===== src/rtl/cpu_pkg.sv =====
// cpu_pkg: shared register-file writeback constants and types.
// Holds the default widths, the hard-wired zero register and the result entry.
package cpu_pkg;

  localparam int REG_AW = 5;
  localparam int DATA_W = 32;

  localparam logic [REG_AW-1:0] ZERO_REG = '0;

  typedef struct packed {
    logic [REG_AW-1:0] rd;
    logic [DATA_W-1:0] data;
  } wb_entry_t;

endpackage


===== src/rtl/wb_fifo.sv =====
// wb_fifo: in-order buffer of long-latency results awaiting writeback.
// Ports: clk, rst_n, push/pushEntry, pop/headEntry, full, empty, count,
//   entryValid/entryRd (per-slot view used to build the pending mask).
module wb_fifo
  import cpu_pkg::*;
#(
  parameter int DEPTH = 4
) (
  input  logic                         clk,
  input  logic                         rst_n,
  input  logic                         push,
  input  wb_entry_t                    pushEntry,
  input  logic                         pop,
  output wb_entry_t                    headEntry,
  output logic                         full,
  output logic                         empty,
  output logic [$clog2(DEPTH):0]       count,
  output logic [DEPTH-1:0]             entryValid,
  output logic [DEPTH-1:0][REG_AW-1:0] entryRd
);

  localparam int PW = $clog2(DEPTH);
  localparam int CW = PW + 1;

  wb_entry_t mem [DEPTH];
  logic [PW-1:0] wrPtr;
  logic [PW-1:0] rdPtr;
  logic doPush;
  logic doPop;

  assign full  = (count == CW'(DEPTH));
  assign empty = (count == '0);

  // A push into a full buffer is only legal when the head leaves.
  assign doPop  = pop && !empty;
  assign doPush = push && (!full || doPop);

  assign headEntry = mem[rdPtr];

  always_ff @(posedge clk) begin
    if (doPush) begin
      mem[wrPtr] <= pushEntry;
    end
  end

  always_ff @(posedge clk or negedge rst_n) begin
    if (!rst_n) begin
      wrPtr <= '0;
      rdPtr <= '0;
      count <= '0;
    end else begin
      if (doPush) begin
        wrPtr <= wrPtr + 1'b1;
      end
      if (doPop) begin
        rdPtr <= rdPtr + 1'b1;
      end
      unique case ({doPush, doPop})
        2'b10:   count <= count + 1'b1;
        2'b01:   count <= count - 1'b1;
        default: count <= count;
      endcase
    end
  end

  // Slot i is live when its distance from the head is below count.
  always_comb begin
    entryValid = '0;
    for (int i = 0; i < DEPTH; i++) begin
      entryRd[i]    = mem[i].rd;
      entryValid[i] = ({1'b0, PW'(i) - rdPtr}) < count;
    end
  end

endmodule


===== src/rtl/regfile_writeback_arbiter.sv =====
// regfile_writeback_arbiter: merges ALU and long-latency results onto the
// register file write port (regWrite/writeReg/writeData, registered).
// Ports: clk, rst_n; alu_valid/alu_rd/alu_data/alu_ready;
//   lq_valid/lq_rd/lq_data/lq_ready; regWrite/writeReg/writeData; pending.
// Optional WB_FORWARD_EN macro adds fwd_reg/fwd_hit/fwd_data.
module regfile_writeback_arbiter #(
  parameter int DEPTH  = 4,
  parameter int DATA_W = cpu_pkg::DATA_W,
  parameter int REG_AW = cpu_pkg::REG_AW
) (
  input  logic                 clk,
  input  logic                 rst_n,
  input  logic                 alu_valid,
  input  logic [REG_AW-1:0]    alu_rd,
  input  logic [DATA_W-1:0]    alu_data,
  output logic                 alu_ready,
  input  logic                 lq_valid,
  input  logic [REG_AW-1:0]    lq_rd,
  input  logic [DATA_W-1:0]    lq_data,
  output logic                 lq_ready,
  output logic                 regWrite,
  output logic [REG_AW-1:0]    writeReg,
  output logic [DATA_W-1:0]    writeData,
  output logic [2**REG_AW-1:0] pending
`ifdef WB_FORWARD_EN
  ,
  input  logic [REG_AW-1:0]    fwd_reg,
  output logic                 fwd_hit,
  output logic [DATA_W-1:0]    fwd_data
`endif
);

  import cpu_pkg::*;

  wb_entry_t pushEntry;
  wb_entry_t headEntry;
  logic full;
  logic empty;
  logic [$clog2(DEPTH):0] count;
  logic [DEPTH-1:0] entryValid;
  logic [DEPTH-1:0][REG_AW-1:0] entryRd;

  logic push;
  logic aluGo;
  logic selAlu;
  logic selFifo;

  assign lq_ready = (count != ($clog2(DEPTH)+1)'(DEPTH));

  // r0 results are acknowledged but never buffered.
  assign push = lq_valid && lq_ready && (lq_rd != ZERO_REG);

  assign pushEntry = '{rd: lq_rd, data: lq_data};

  wb_fifo #(
    .DEPTH(DEPTH)
  ) u_fifo (
    .clk       (clk),
    .rst_n     (rst_n),
    .push      (push),
    .pushEntry (pushEntry),
    .pop       (selFifo),
    .headEntry (headEntry),
    .full      (full),
    .empty     (empty),
    .count     (count),
    .entryValid(entryValid),
    .entryRd   (entryRd)
  );

  always_comb begin
    pending = '0;
    for (int i = 0; i < DEPTH; i++) begin
      if (entryValid[i]) begin
        pending[entryRd[i]] = 1'b1;
      end
    end
  end

  // An ALU result to a buffered register must wait behind the older one.
  assign aluGo = alu_valid && !pending[alu_rd];

  always_comb begin
    selAlu  = 1'b0;
    selFifo = 1'b0;
    unique case (1'b1)
      full:                    selFifo = 1'b1;
      !full && aluGo:          selAlu  = 1'b1;
      !full && !aluGo && !empty: selFifo = 1'b1;
      default: ;
    endcase
  end

  assign alu_ready = selAlu;

  always_ff @(posedge clk or negedge rst_n) begin
    if (!rst_n) begin
      regWrite  <= 1'b0;
      writeReg  <= '0;
      writeData <= '0;
    end else begin
      regWrite <= 1'b0;
      if (selAlu && alu_rd != ZERO_REG) begin
        regWrite  <= 1'b1;
        writeReg  <= alu_rd;
        writeData <= alu_data;
      end else if (selFifo) begin
        regWrite  <= 1'b1;
        writeReg  <= headEntry.rd;
        writeData <= headEntry.data;
      end
    end
  end

`ifdef WB_FORWARD_EN
  // Bridges the edge between registering a write and the file committing it.
  assign fwd_hit  = regWrite && writeReg == fwd_reg && fwd_reg != ZERO_REG;
  assign fwd_data = fwd_hit ? writeData : '0;
`endif

endmodule


===== config.mk =====
export PLATFORM = sky130hd
export DESIGN_NAME = regfile_writeback_arbiter
export DESIGN_NICKNAME = d
export VERILOG_FILES = /design/src/rtl/cpu_pkg.sv /design/src/rtl/wb_fifo.sv /design/src/rtl/regfile_writeback_arbiter.sv
export SDC_FILE = /design/constraint.sdc
export NUM_CORES = 1
export LEC_CHECK = 0
export ABC_AREA = 1
export CAP_MARGIN = 5
export CORE_MARGIN = 4
export CORE_UTILIZATION = 32
export CTS_BUF_LIST = sky130_fd_sc_hd__clkbuf_8
export CTS_CLUSTER_DIAMETER = 30
export DETAILED_ROUTE_END_ITERATION = 8
export GPL_TIMING_DRIVEN = 1
export PLACE_DENSITY = 0.51
export SYNTH_ARGS = -nofsm -noshare
export SYNTH_HDL_FRONTEND = slang
export SYNTH_SLANG_ARGS = --single-unit

===== constraint.sdc =====
create_clock -name clk -period 4.49 [get_ports clk]
set_input_delay 0.449 -clock clk [delete_from_list [all_inputs] [get_ports clk]]
set_output_delay 0.449 -clock clk [all_outputs]
set_load 0.1 [all_outputs]

==> results.ini, run 1 <==
[clocking]
cts_tree = built
clock_latency_ns = 0.47
cts-root-buf = clkbuf_8
clkTransAtPathRegs_ns = 0.11
h-tree-depth = 4
cts.path.max_buffers = 2
clock-sinks = 193
ctsHoldBuffers = 0
cts_buffers = 17

[yosys]
synth.most_common_cell = nand2_1
ys.flop_type = edfxtp_1
synth_top_area_cell = edfxtp_1
synthTopCellsByCount = nand2_1, nor2_1, nand3_1
synth_area_leaders = edfxtp_1, dfrtp_1, nand2_1, nand3_1, nor2_1
async_flop_share_pct = 23.32
syn_nets = 1211
syn-mean-instance-area_sq_um = 8.904
ys_types = 35
synth_area_sq_um = 10000
synth-edff-count = 148
synth_top_cell_area_share_pct = 44.44
syn_inst = 1123
ys_ff_latch = 193
yosysSeqAreaShare_pct = 55.71
yosys_warnings = 0

[floorplanning]
rows = 64
dieArea_sq_um = 34140
io_pins = 150
die_h_um = 184.8
fp.dieW_um = 184.8
start_util_pct = 32.60
core_area_sq_um = 30670

[timing]
rsz0062_at_grt = false
worst_slack_ns = 0.3157
slew_headroom_pct = 22.51
setup-tns-final_ns = 0
worstMarginPinSlew_ns = 1.160
finalSetupViolations = 0
fmax_mhz = 239.6
finalClockSkew_ns = 0.02896
slew_violations = 0
fin_crit_ns = 4.174
fin_crit_sh_pct = 92.97
hold_viol = 0

[worst_setup_path]
r2r_end = writeData[10]
crit_chain = nand2_2, inv_1, nor2_1, inv_1, ha_1, inv_1, nor2_1, nand2_2, nand2_4, nor2_1, nor2_1, nand3_1, nand3_1, nand3_1, nand3_1, nand2_1, nand2_2, nand3_4, buf_4, inv_6, buf_12
path_buf_inv = 6
r2r-start = u_fifo.rdPtr[1]
path_depth = 21
cp-end-kind = output pin
reg2regPathDepth = 25
regToRegSetupSlack_ns = 0.50
crit_path_start = u_fifo.rdPtr[1]
crit_fanout = 11
worstSetupPathType = flop to output pin
cp.arrival_ns = 3.73
max_stage_delay_ns = 0.48
crit_path_top_delay_cell = dfrtp_2
critPathTopFamily = simple AND/OR/NAND/NOR gates
worstSetupEndpoint = alu_ready
start_kind = flop
crit_required_ns = 4.04

[grt]
grt_pass1_wl_um = 48570
grt_pass1_vias = 8322
antenna_found_initial = 1
grt_overflow = 0
grt_usage_pct = 18.61
grt_max_degree = 46

[route]
vias_per_cell = 5.066
antenna_left = 0
drtIter0Drc = 586
drt-wirelength-per-cell_um = 19.29
wl_met1_um = 14480
met3_length_um = 1390
maxUsedRoutingLayer = met5
drc = 0
first_pass_iters = 5
totalWireLength_um = 32270
wl_met2_um = 15800
vias = 8476

[job]
cap_violations = 0

[place]
dp_hpwl_um = 22780
post-place-ws_ns = 0.3640
port_buffers = 149
gp_congestion = 0.9209
placed_area_sq_um = 11830

[min_path]
hold_class = input port to async pin

[layout]
diodes = 0
final_util_pct = 40.17
fin_nets = 1352
final_area_sq_um = 12320
synthToLayoutAreaGrowth_pct = 23.20
drive_above_1_share_pct = 10.10

[status]
outcome = finished, final reports clean

[power]
ir_drop_v = 0.0004797
power_density_nw_per_um2 = 724.7
p_leak_nw = 5.143

==> routing by layer <==
layer  track usage [%]  vias to the layer above
li1                  -                     4125
met1             25.18                     4103
met2             31.45                      215
met3             2.612                       31
met4             5.167                        2
met5                 0                        -
==> flip-flops by register name, indices dropped and copies added (netlist names) <==
name,count
u_fifo.rdPtr,2
writeReg,5
u_fifo.wrPtr,2
u_fifo.mem,148
regWrite,1
writeData,32
u_fifo.count,3
==> per-stage QoR <==
step | power [mW] | hold WS (ns) | instances
5_1_grt | 9.448 | 0.1100 | 1673
6_report | 8.927 | 0.08664 | 1673
2_1_floorplan | 6.403 | 0.1534 | 1123
3_3_place_gp | 7.739 | 0.4619 | 1636
3_5_place_dp | 7.748 | 0.4658 | 1636
4_1_cts | 8.942 | 0.09497 | 1668
==> worst min-delay path by stage <==
| stage | end | slack (ns) | start | cells after the start |
|---|---|---|---|---|
| 2_1_floorplan | regWrite | 0.15 | rst_n | 0 |
| 3_3_place_gp | writeReg[4] | 0.46 | writeReg[4] | 2 |
| 3_5_place_dp | writeData[21] | 0.47 | writeData[21] | 2 |
| 4_1_cts | writeData[19] | 0.09 | rst_n | 2 |
| 5_1_grt | writeData[19] | 0.11 | rst_n | 2 |
| 6_report | writeData[28] | 0.09 | rst_n | 2 |
==> worst register-to-register path, delay by kind of cell (launching register included) <==
kind          cells  cell delay (ns)
fa+ha+maj         1             0.28
simple gates     17             2.11
buf+inv           7             1.05
flops             1             0.48
==> power by group <==
group	switching, mW	leakage (nW)	internal (mW)
Combinational	3.83	3.04	1.21
Sequential	0.263	1.89	2.43
Clock	0.712	0.217	0.481
==> cells in the final DEF (no fill, tap or decap), types with 3 or more instances in the layout <==
cell,Yosys,layout
nor2_1,195,186
a22oi_1,17,17
edfxtp_1,148,148
nand2_4,4,5
nand3_1,177,175
clkinv_8,0,4
inv_6,0,4
nand2_1,253,252
a21oi_1,6,5
dfrtp_1,45,43
inv_1,89,90
o21ai_0,6,5
xor2_1,3,3
nor2_4,0,7
ha_1,9,9
a22o_1,20,20
nand4_1,29,29
o221ai_1,4,4
buf_4,6,55
inv_8,0,3
nor3_1,18,18
clkbuf_8,0,17
clkdlybuf4s50_1,0,115
a221oi_1,20,20
inv_2,5,4
nand2_2,11,11
==> layout make-up <==
| class | instances | area, sq um |
|---|---|---|
| Multi-Input combinational cell | 781 | 3852 |
| Timing Repair Buffer | 173 | 1594 |
| Clock inverter | 15 | 192.7 |
| Sequential cell | 193 | 5573 |
| Inverter | 98 | 377.9 |
| Clock buffer | 17 | 234.0 |
| Tap cell | 396 | 495.5 |
| Fill cell | 3103 | 18350 |
==> repair_timing <==
item / in CTS / in global routing
setup endpoints to repair: 0 / 32
gates resized for setup: 0 / 12
setup buffers: 0 / 5
endpoints found under the hold margin: 0 / 0
==> kinds of logic after synthesis <==
logic type	count (synthesis)	synth area share [%]
compound gates	76	5.943
xor+xnor	4	0.3504
fa+ha+maj	10	1.326
buf+inv	149	6.632
flops	193	55.71
simple gates	691	30.04
Note: power is estimated with default switching activity, not from simulation.
==> run 2: changes to the inputs <==
--- a/config.mk
+++ b/config.mk
@@ -12,7 +12,6 @@
 export CTS_BUF_LIST = sky130_fd_sc_hd__clkbuf_8
 export CTS_CLUSTER_DIAMETER = 30
 export DETAILED_ROUTE_END_ITERATION = 8
-export GPL_TIMING_DRIVEN = 1
 export PLACE_DENSITY = 0.51
 export SYNTH_ARGS = -nofsm -noshare
 export SYNTH_HDL_FRONTEND = slang
==> results of run 2 <==
Same layout as run 1: the final DEF is identical, and so are final timing and power.
==> run 3: changes to the inputs <==
--- a/config.mk
+++ b/config.mk
@@ -8,11 +8,12 @@
 export ABC_AREA = 1
 export CAP_MARGIN = 5
 export CORE_MARGIN = 4
-export CORE_UTILIZATION = 32
+export CORE_UTILIZATION = 50
 export CTS_BUF_LIST = sky130_fd_sc_hd__clkbuf_8
 export CTS_CLUSTER_DIAMETER = 30
 export DETAILED_ROUTE_END_ITERATION = 8
-export PLACE_DENSITY = 0.51
+export GPL_ROUTABILITY_DRIVEN = 1
+export PLACE_DENSITY = 0.74
 export SYNTH_ARGS = -nofsm -noshare
 export SYNTH_HDL_FRONTEND = slang
 export SYNTH_SLANG_ARGS = --single-unit
==> run 3 against run 2 <==
  * Register-to-register slack better by 0.07 ns
  * Combinational power hardly changed
  * Final cell count is 8.0% lower
  * Clock power is 3% higher
  * Largest cell class unchanged
  * Non-clock buffer count is 3 lower
  * Flip-flop and latch count stayed put
  * Die area is 35% lower
  * Sequential share of layout area is 0.68 points higher
  * Sequential power hardly changed
  * Routed wire length is 5.7% lower
  * First-iteration DRC count is 61% higher
  * Largest power group unchanged
  * Highest routed layer is now met4
==> results.ini, run 3 (synthesized netlist as in run 1, its figures left out) <==
[status]
outcome = finished, final reports clean

[worst_setup_path]
crit_fanout = 25  ; +14
start_kind = flop
path_buf_inv = 5  ; -1
r2r-start = u_fifo.rdPtr[1]
crit_path_start = u_fifo.rdPtr[1]
max_stage_delay_ns = 0.50  ; +0.02 ns
crit_required_ns = 4.04  ; about the same
cp.arrival_ns = 3.70  ; -0.03 ns
cp-end-kind = output pin
regToRegSetupSlack_ns = 0.57  ; +0.07 ns
crit_path_top_delay_cell = dfrtp_1
worstSetupPathType = flop to output pin
crit_chain = nand2_2, inv_1, nor2_1, ha_1, inv_1, nor2_1, nand2_2, nand2_4, nor2_1, nor2_1, nand3_1, nand3_1, nand3_1, nand3_1, nand2_1, nand2_2, nand3_4, buf_4, inv_4, buf_12
critPathTopFamily = simple AND/OR/NAND/NOR gates

[place]
gp_congestion = 1.017  ; +10%
dp_hpwl_um = 21520  ; -5.5%
placed_area_sq_um = 11660  ; -1.4%
port_buffers = 149  ; unchanged

[timing]
slew_violations = 0  ; unchanged
finalClockSkew_ns = 0.02491  ; -0.004051 ns
whs_ns = 0.05730  ; -0.02934 ns
fin_crit_ns = 4.152  ; -0.02203 ns
worstMarginPinSlew_ns = 1.083  ; -0.07627 ns
fin_crit_sh_pct = 92.48  ; -0.49 points
fmax_mhz = 240.8  ; +0.53%
finalSetupViolations = 0  ; unchanged
slew_headroom_pct = 27.71  ; +5.2 points
hold_viol = 0  ; unchanged

[route]
drtIter0Drc = 941  ; +61%
drc = 0  ; unchanged
first_pass_iters = 6  ; +1
antenna_left = 0  ; unchanged
drt-wirelength-per-cell_um = 19.78  ; +2.5%
vias = 8810  ; +3.9%
vias_per_cell = 5.724  ; +13%
totalWireLength_um = 30440  ; -5.7%

[grt]
grt_pass1_wl_um = 46440  ; -4.4%
grt_usage_pct = 27.18  ; +8.6 points
antenna_found_initial = 0  ; -1
grt_overflow = 0  ; unchanged
grt_max_degree = 46  ; unchanged
grt_pass1_vias = 8230  ; -1.1%

[floorplanning]
start_util_pct = 51.04  ; +18 points
rows = 51  ; -20%
die_h_um = 149.4  ; -19%
io_pins = 150  ; unchanged
core_area_sq_um = 19590  ; -36%
dieArea_sq_um = 22330  ; -35%
fp.dieW_um = 149.4  ; -19%

[layout]
fin_nets = 1349  ; -0.22%
drive_above_1_share_pct = 9.655  ; -0.45 points
fill_cells = 1730  ; -44%
diodes = 0  ; unchanged
largestRegisters = u_fifo.mem (148), writeData (32), writeReg (5)
seqCellArea_sq_um = 5570  ; about the same
multi_input_area_sq_um = 3834  ; -0.49%
final_area_sq_um = 12130  ; -1.5%
layout_commonest_cell = nand2_1
final_cell_mix = nand2_1, nor2_1, nand3_1, edfxtp_1, clkdlybuf4s50_1
largest_reg_flops = 148  ; unchanged
largest-register = u_fifo.mem
synthToLayoutAreaGrowth_pct = 21.31

[clocking]
cts_buffers = 17  ; unchanged
cts-root-buf = clkbuf_8
clkTransAtPathRegs_ns = 0.11  ; about the same
clock-sinks = 193  ; unchanged
cts_tree = built
clock_latency_ns = 0.48  ; about the same
h-tree-depth = 4  ; unchanged
cts.path.max_buffers = 2  ; unchanged
post_cts.repair.setup_buffers = 0  ; unchanged

[power]
p_leak_nw = 5.132  ; -0.21%
ir_drop_v = 0.0004350  ; -9.3%
power_density_nw_per_um2 = 738.0  ; +1.8%

[min_path]
hold_class = input port to async pin

[job]
cap_violations = 0  ; unchanged

-- run 3: cell count changes in the layout (fill, tap and decap cells not counted), sizes merged --
cell and delta:
clkinv -3, buf -2, bufinv +1, clkinvlp +2, clkbuf -1
-- run 3: layout make-up --
type                       instances  area share [%]
inverter                          98           3.094
clock buffer                      17           1.929
sequential                       193           45.92
timing repair buffer             170           12.98
tap                              265           2.733
multi-input combinational        781           31.60
clock inverter                    15           1.743
-- run 3: where the power goes --
| part | switching (mW) | internal [mW] |
|---|---|---|
| clock network | 0.690 | 0.535 |
| logic | 3.84 | 1.19 |
| registers | 0.267 | 2.43 |
| total | 4.80 | 4.15 |
-- run 3: layer usage --
metal  track usage, %  part of all wire (%)  vias to the layer above
li1                 -                     -                     4109
met1            38.30                    41                     4131
met2            43.30                    47                      509
met3            5.239                   9.4                       61
met4            7.918                   2.4                        0
met5                0                     0                        -
-- run 3: final timing paths --
path                              endpoint  cells past startpoint
setup reg to reg           u_fifo.count[2]                     24
min in group clk               writeReg[0]                      2
setup / recovery                 alu_ready                     20
hold reg to reg                writeReg[0]                      2
max in group asynchronous    writeData[12]                      2
hold / removal                writeData[0]                      2
-- run 3: stage by stage --
stage | setup TNS, ns | setup slack, ns | std cells | util (%) | total power [mW]
after floorplan | 0 | 0.4390 | 1123 | - | 6.403
final | 0 | 0.3378 | 1539 | 61.92 | 8.953
after global routing | -0.0003717 | -0.0003717 | 1539 | 61.92 | 9.401
after global placement | 0 | 0.5694 | 1507 | 59.52 | 7.668
after CTS | 0 | 0.1749 | 1539 | 61.79 | 8.929
after detailed placement | 0 | 0.5351 | 1507 | 59.52 | 7.714
-- run 3: what timing repair did --
action,CTS,global route
resized for setup,0,7
endpoints found under the setup margin,0,1
hold buffers,0,0
